File: src/rtl/imem_axil_loader_if.sv
// AXI4-Lite bus between the program loader (master) and the instruction memory (slave).
interface imem_axil_loader_if;
  logic [31:0] awaddr;
  logic        awvalid;
  logic        awready;
  logic [31:0] wdata;
  logic [3:0]  wstrb;
  logic        wvalid;
  logic        wready;
  logic [1:0]  bresp;
  logic        bvalid;
  logic        bready;
  logic [31:0] araddr;
  logic        arvalid;
  logic        arready;
  logic [31:0] rdata;
  logic [1:0]  rresp;
  logic        rvalid;
  logic        rready;

  modport master (
    output awaddr, awvalid, wdata, wstrb, wvalid, bready, araddr, arvalid, rready,
    input  awready, wready, bresp, bvalid, arready, rdata, rresp, rvalid
  );

  modport slave (
    input  awaddr, awvalid, wdata, wstrb, wvalid, bready, araddr, arvalid, rready,
    output awready, wready, bresp, bvalid, arready, rdata, rresp, rvalid
  );
endinterface

File: src/rtl/imem_axil_loader.sv
// Packs byte-serial program data into 32-bit words, writes each over AXI4-Lite,
// and performs single-word read-back on request.
module imem_axil_loader #(
  parameter logic [31:0] BASE_ADDR = 32'h0000_0000
) (
  input  logic                       clk,
  input  logic                       reset,
  input  logic                       byte_valid,
  input  logic [7:0]                 instr_i,
  input  logic [4:0]                 address,
  output logic                       byte_ready,
  input  logic                       rd_req,
  output logic [31:0]                rd_data,
  output logic                       rd_done,
  output logic                       busy,
  output logic                       err,
  imem_axil_loader_if.master         m_axi
);

  typedef enum logic [2:0] {IDLE, WR, WR_RESP, RD_ADDR, RD_DATA} state_t;

  state_t      state, state_next;
  logic        ready_en;
  logic [1:0]  byte_cnt;
  logic [23:0] word_lo;
  logic        aw_pend, w_pend;
  logic [31:0] awaddr_q, wdata_q, araddr_q;
  logic [31:0] word_addr;
  logic        byte_acc, last_byte, rd_start;

  assign word_addr  = BASE_ADDR + {25'd0, address, 2'b00};
  // ready_en keeps byte_ready low until the first edge after reset release
  assign byte_ready = ready_en && (state == IDLE);
  assign byte_acc   = byte_valid && byte_ready;
  assign last_byte  = byte_acc && (byte_cnt == 2'd3);
  assign rd_start   = ready_en && (state == IDLE) && rd_req && (byte_cnt == 2'd0) && !byte_acc;

  always_ff @(posedge clk or negedge reset) begin
    if (!reset) state <= IDLE;
    else        state <= state_next;
  end

  always_comb begin
    state_next = state;
    unique case (state)
      IDLE: begin
        if (last_byte)     state_next = WR;
        else if (rd_start) state_next = RD_ADDR;
      end
      WR: begin
        if ((!aw_pend || m_axi.awready) && (!w_pend || m_axi.wready)) state_next = WR_RESP;
      end
      WR_RESP: if (m_axi.bvalid)  state_next = IDLE;
      RD_ADDR: if (m_axi.arready) state_next = RD_DATA;
      RD_DATA: if (m_axi.rvalid)  state_next = IDLE;
      default: state_next = IDLE;
    endcase
  end

  always_ff @(posedge clk or negedge reset) begin
    if (!reset) begin
      ready_en <= 1'b0;
      byte_cnt <= '0;
      word_lo  <= '0;
      aw_pend  <= 1'b0;
      w_pend   <= 1'b0;
      awaddr_q <= '0;
      wdata_q  <= '0;
      araddr_q <= '0;
      rd_data  <= '0;
      rd_done  <= 1'b0;
      err      <= 1'b0;
    end else begin
      ready_en <= 1'b1;
      rd_done  <= 1'b0;
      if (byte_acc) begin
        byte_cnt <= byte_cnt + 2'd1;
        case (byte_cnt)
          2'd0: word_lo[7:0]   <= instr_i;
          2'd1: word_lo[15:8]  <= instr_i;
          2'd2: word_lo[23:16] <= instr_i;
          2'd3: begin
            wdata_q  <= {instr_i, word_lo};
            awaddr_q <= word_addr;
            aw_pend  <= 1'b1;
            w_pend   <= 1'b1;
          end
        endcase
      end
      if (rd_start) araddr_q <= word_addr;
      // each valid retires on its own handshake and stays low for the rest of the write
      if (state == WR) begin
        if (m_axi.awready) aw_pend <= 1'b0;
        if (m_axi.wready)  w_pend  <= 1'b0;
      end
      if ((state == WR_RESP) && m_axi.bvalid && (m_axi.bresp != 2'b00)) err <= 1'b1;
      if ((state == RD_DATA) && m_axi.rvalid) begin
        rd_data <= m_axi.rdata;
        rd_done <= 1'b1;
        if (m_axi.rresp != 2'b00) err <= 1'b1;
      end
    end
  end

  assign m_axi.awaddr  = awaddr_q;
  assign m_axi.awvalid = aw_pend;
  assign m_axi.wdata   = wdata_q;
  assign m_axi.wstrb   = '1;
  assign m_axi.wvalid  = w_pend;
  assign m_axi.bready  = (state == WR_RESP);
  assign m_axi.araddr  = araddr_q;
  assign m_axi.arvalid = (state == RD_ADDR);
  assign m_axi.rready  = (state == RD_DATA);
  assign busy          = (state != IDLE);

endmodule
File: src/flat_wrapper.sv
// flat-port wrapper written by rule: the top's interface ports become plain ports
module imem_axil_loader_flat 
#(
  parameter logic [31:0] BASE_ADDR = 32'h0000_0000
)
  (clk, reset, byte_valid, instr_i, address, byte_ready, rd_req, rd_data, rd_done, busy, err, m_axi_awaddr, m_axi_awvalid, m_axi_wdata, m_axi_wstrb, m_axi_wvalid, m_axi_bready, m_axi_araddr, m_axi_arvalid, m_axi_rready, m_axi_awready, m_axi_wready, m_axi_bresp, m_axi_bvalid, m_axi_arready, m_axi_rdata, m_axi_rresp, m_axi_rvalid);
  imem_axil_loader_if m_axi_i ();
  input  logic clk;
  input  logic reset;
  input  logic byte_valid;
  input  logic [7:0] instr_i;
  input  logic [4:0] address;
  output logic byte_ready;
  input  logic rd_req;
  output logic [31:0] rd_data;
  output logic rd_done;
  output logic busy;
  output logic err;
  output wire logic [$bits(m_axi_i.awaddr)-1:0] m_axi_awaddr;
  output wire logic [$bits(m_axi_i.awvalid)-1:0] m_axi_awvalid;
  output wire logic [$bits(m_axi_i.wdata)-1:0] m_axi_wdata;
  output wire logic [$bits(m_axi_i.wstrb)-1:0] m_axi_wstrb;
  output wire logic [$bits(m_axi_i.wvalid)-1:0] m_axi_wvalid;
  output wire logic [$bits(m_axi_i.bready)-1:0] m_axi_bready;
  output wire logic [$bits(m_axi_i.araddr)-1:0] m_axi_araddr;
  output wire logic [$bits(m_axi_i.arvalid)-1:0] m_axi_arvalid;
  output wire logic [$bits(m_axi_i.rready)-1:0] m_axi_rready;
  input wire logic [$bits(m_axi_i.awready)-1:0] m_axi_awready;
  input wire logic [$bits(m_axi_i.wready)-1:0] m_axi_wready;
  input wire logic [$bits(m_axi_i.bresp)-1:0] m_axi_bresp;
  input wire logic [$bits(m_axi_i.bvalid)-1:0] m_axi_bvalid;
  input wire logic [$bits(m_axi_i.arready)-1:0] m_axi_arready;
  input wire logic [$bits(m_axi_i.rdata)-1:0] m_axi_rdata;
  input wire logic [$bits(m_axi_i.rresp)-1:0] m_axi_rresp;
  input wire logic [$bits(m_axi_i.rvalid)-1:0] m_axi_rvalid;
  assign m_axi_awaddr = m_axi_i.awaddr;
  assign m_axi_awvalid = m_axi_i.awvalid;
  assign m_axi_wdata = m_axi_i.wdata;
  assign m_axi_wstrb = m_axi_i.wstrb;
  assign m_axi_wvalid = m_axi_i.wvalid;
  assign m_axi_bready = m_axi_i.bready;
  assign m_axi_araddr = m_axi_i.araddr;
  assign m_axi_arvalid = m_axi_i.arvalid;
  assign m_axi_rready = m_axi_i.rready;
  assign m_axi_i.awready = m_axi_awready;
  assign m_axi_i.wready = m_axi_wready;
  assign m_axi_i.bresp = m_axi_bresp;
  assign m_axi_i.bvalid = m_axi_bvalid;
  assign m_axi_i.arready = m_axi_arready;
  assign m_axi_i.rdata = m_axi_rdata;
  assign m_axi_i.rresp = m_axi_rresp;
  assign m_axi_i.rvalid = m_axi_rvalid;
  imem_axil_loader #(.BASE_ADDR(BASE_ADDR)) u_core (.clk(clk), .reset(reset), .byte_valid(byte_valid), .instr_i(instr_i), .address(address), .byte_ready(byte_ready), .rd_req(rd_req), .rd_data(rd_data), .rd_done(rd_done), .busy(busy), .err(err), .m_axi(m_axi_i));
endmodule
File: config.mk
export PLATFORM = sky130hd
export DESIGN_NAME = imem_axil_loader_flat
export DESIGN_NICKNAME = d
export VERILOG_FILES = /design/src/rtl/imem_axil_loader_if.sv /design/src/rtl/imem_axil_loader.sv /design/src/flat_wrapper.sv
export SDC_FILE = /design/constraint.sdc
export NUM_CORES = 1
export LEC_CHECK = 0
export ABC_AREA = 1
export BUFFER_PORTS_ARGS = -buffer_cell sky130_fd_sc_hd__buf_2
export CAP_MARGIN = 20
export CORE_MARGIN = 2
export CORE_UTILIZATION = 35
export DETAILED_ROUTE_END_ITERATION = 8
export PLACE_DENSITY = 0.61
export RECOVER_POWER = 50
export SLEW_MARGIN = 5
export SYNTH_ARGS = -nofsm -noshare
export SYNTH_HDL_FRONTEND = slang
export SYNTH_SLANG_ARGS = --single-unit
File: constraint.sdc
create_clock -name clk -period 2.3 [get_ports clk]
set_clock_uncertainty 0.2 [all_clocks]
set_input_delay 0.23 -clock clk [delete_from_list [all_inputs] [get_ports clk]]
set_output_delay 0.23 -clock clk [all_outputs]
set_load 0.03 [all_outputs]
==> metrics.txt <==
Post-Syn Area 4690 um^2; Pins Over Slew Limit 0; Vias 3744; outcome complete, no violations; clock buffer depth 2; Max IR drop VDD 549 uV; FP Rows 42; Slew HR 30.2%; Synth Warn # 0; Ports 199; power density cells 1320 nW/um^2; design area 6080 um^2; RR Endpoint u_core.err; clock-pin transition on the worst setup and hold timing paths 80 ps; # nets final 776; Critical Path Fanout Max 34; gr ovfl total 0; Initial Util 35.6%; Mapped Avg Cell Area 8.89 um^2; Initial DRC Count 182; CP Capture Type flop; register area share after synthesis 57.6%; diodes inserted 0; Residual DRC 0; Final Cycle Share 93.7%; # setup viols final 0; leakage power total 0.00340 uW; Worst Min Path Start instr_i[6]; initial antenna violation count 0; Layout Area Growth over Synthesis 29.4%; Placed Cells 833; critical path class reg2reg; min cycle time layout 2160 ps; max-cap violations 0; Tightest Hold Check Type in2reg; vias in the first global route 3647; PortBufs 140; crit path launch type flop; CTS tree built; Clock Sinks 108; Clock Tree Root clkbuf_16; setup TNS 0 ps; Worst EP arrival 2240 ps; filler cell count 1304; number of buffers created by CTS 9; DP HPWL 7470 um; setup slack, reg-to-reg 140 ps; Die W 120 um; core area 13200 um^2; Fmax 464 MHz; first-pass GRT wire length 17600 um; largest net degree at the start of global routing 45; Slew @ Worst Pin 1050 ps; #FFs+latches synth 108; DRT Wirelength 10900 um; full die area 14400 um^2; fraction of layout cells with a size suffix above 1 18.4%; Final Total Pwr 8020 uW; Synth Instances 528; WL/cell 12.2 um; Area after DPL 5370 um^2; Die Span Y 120 um; final count of hold timing violations 0; Detailed Routing Iterations Pass 1 4; routability cong. 0.788; worst hold path depth 3; Worst Hold Endpoint u_core.m_axi.wdata[30]; Cell variety after synth 24; fin cells 894; H-tree Lvls 3; All-Layer GR Usage 15.4%; R2R Path Start u_core.state[1]; worst-case reg-to-reg path depth 7; via density per instance 4.19; Hold Slack 1.60 ps; Clock Latency Late Sink 350 ps; CP Data Required Time 2390 ps; remaining antenna violation count 0
## how the worst max path moves through the flow
stage | slack [ps] | to | from | depth (start not counted)
after floorplan | 650 | u_core.m_axi.awaddr[2] | u_core.state[1] | 8
after global placement | 460 | u_core.m_axi.awvalid | u_core.state[1] | 7
after detailed placement | 370 | u_core.m_axi.awaddr[3] | u_core.state[1] | 7
after CTS | 20 | u_core.err | u_core.state[1] | 7
after global routing | -4 | u_core.err | u_core.state[1] | 7
final | 140 | u_core.err | u_core.state[1] | 7
## state kept, by name, indices dropped and copies added, names as in the netlist
| register | flops |
|---|---|
| u_core.m_axi.wdata | 32 |
| u_core.rd_data | 32 |
| u_core.m_axi.awvalid | 1 |
| u_core.m_axi.awaddr | 5 |
| u_core.word_lo | 24 |
| u_core.rd_done | 1 |
| u_core.m_axi.araddr | 5 |
| u_core.ready_en | 1 |
| u_core.state | 3 |
| u_core.err | 1 |
| u_core.byte_cnt | 2 |
| u_core.m_axi.wvalid | 1 |
## cells by family (layout without fill, tap and decap cells)
| group | count (synthesis) | after routing | share of synthesized area, % |
|---|---|---|---|
| AO/OA/AOI/OAI | 46 | 46 | 5.17 |
| buffers and inverters | 103 | 236 | 13.4 |
| XOR/XNOR | 1 | 1 | 0.187 |
| adder cells (fa/ha/maj) | 4 | 4 | 1.07 |
| flip-flops | 108 | 108 | 57.6 |
| AND/OR/NAND/NOR | 264 | 264 | 22.4 |
| other | 2 | 59 | 0.160 |
## through the flow
| step | worst slack (ps) | utilization (%) |
|---|---|---|
| floorplan | 654 | - |
| global placement | 459 | 40.7 |
| detailed placement | 367 | 40.7 |
| CTS | 24.0 | 46.6 |
| global route | -4.29 | 46.1 |
| finish | 145 | 46.1 |
## cell usage in the layout (no fill, tap or decap)
cell and count:
nor2_2 1, inv_8 2, buf_4 3, clkbuf_2 3, ha_1 4, nand3_4 1
a22oi_2 1, clkinv_4 1, nor2_1 6, inv_1 27, clkbuf_16 9, clkbuf_1 41
buf_8 1, buf_2 99, nand3_1 6, o31ai_1 1, xor2_1 1, nor3_1 1
dfrtp_1 108, nor2_8 1, bufinv_16 1, o21a_1 1, dlygate4sd3_1 46, a21oi_1 1
nand2_2 5, conb_1 59, o21ai_0 42, nand2_1 242, inv_2 1, nor2_4 1
clkinvlp_4 1, clkinv_8 1
## cells in the mapped netlist
master	count	area share (%)
nand2_1	242	19
xor2_1	1	0.19
a22oi_2	1	0.27
nor2_1	6	0.48
nand2_2	5	0.67
nor2_4	1	0.24
dfrtp_1	108	58
clkbuf_1	8	0.64
o21a_1	1	0.16
o21ai_0	42	4.5
nor3_1	1	0.11
inv_2	1	0.080
ha_1	4	1.1
buf_2	6	0.64
inv_1	27	2.2
nor2_8	1	0.43
buf_4	59	9.4
a21oi_1	1	0.11
nand3_4	1	0.37
conb_1	2	0.16
o31ai_1	1	0.16
nand3_1	6	0.64
nor2_2	1	0.13
buf_6	2	0.48
## per-layer routing
layer	vias up	routed length, um	track usage (%)
met5	-	0	0
met4	0	223	6.76
met3	18	674	3.23
met2	144	5060	25.1
met1	1706	4930	20.0
li1	1876	-	-
## layout make-up
class / count / area [um^2] / area share, %
clock inverter: 6 / 85.1 / 1.40
clock buffer: 9 / 225 / 3.71
tap: 176 / 220 / 3.62
timing repair buffer: 193 / 1160 / 19.1
sequential: 108 / 2700 / 44.5
multi-input combinational: 374 / 1580 / 25.9
inverter: 28 / 105 / 1.73
## worst max-delay path: stages, from the launching register on
cell,delay (ps)
dfrtp_1,440
nor2_4,190
nand2_1,100
nor2_2,140
buf_8,230
o21ai_0,160
nand2_1,70
dlygate4sd3_1,540
## report_power, final
| part | switching (uW) | internal (uW) |
|---|---|---|
| clock network | 737 | 866 |
| logic | 2380 | 873 |
| registers | 462 | 2700 |
## what timing repair did
| item | in CTS | in global routing |
|---|---|---|
| buffers inserted | 0 | 0 |
| hold buffers | 46 | 0 |
| hold endpoints to repair | 160 | 0 |
| gates resized for setup | 0 | 2 |
| endpoints found under the setup margin | 0 | 1 |
Note: power is estimated with default switching activity, not from simulation.
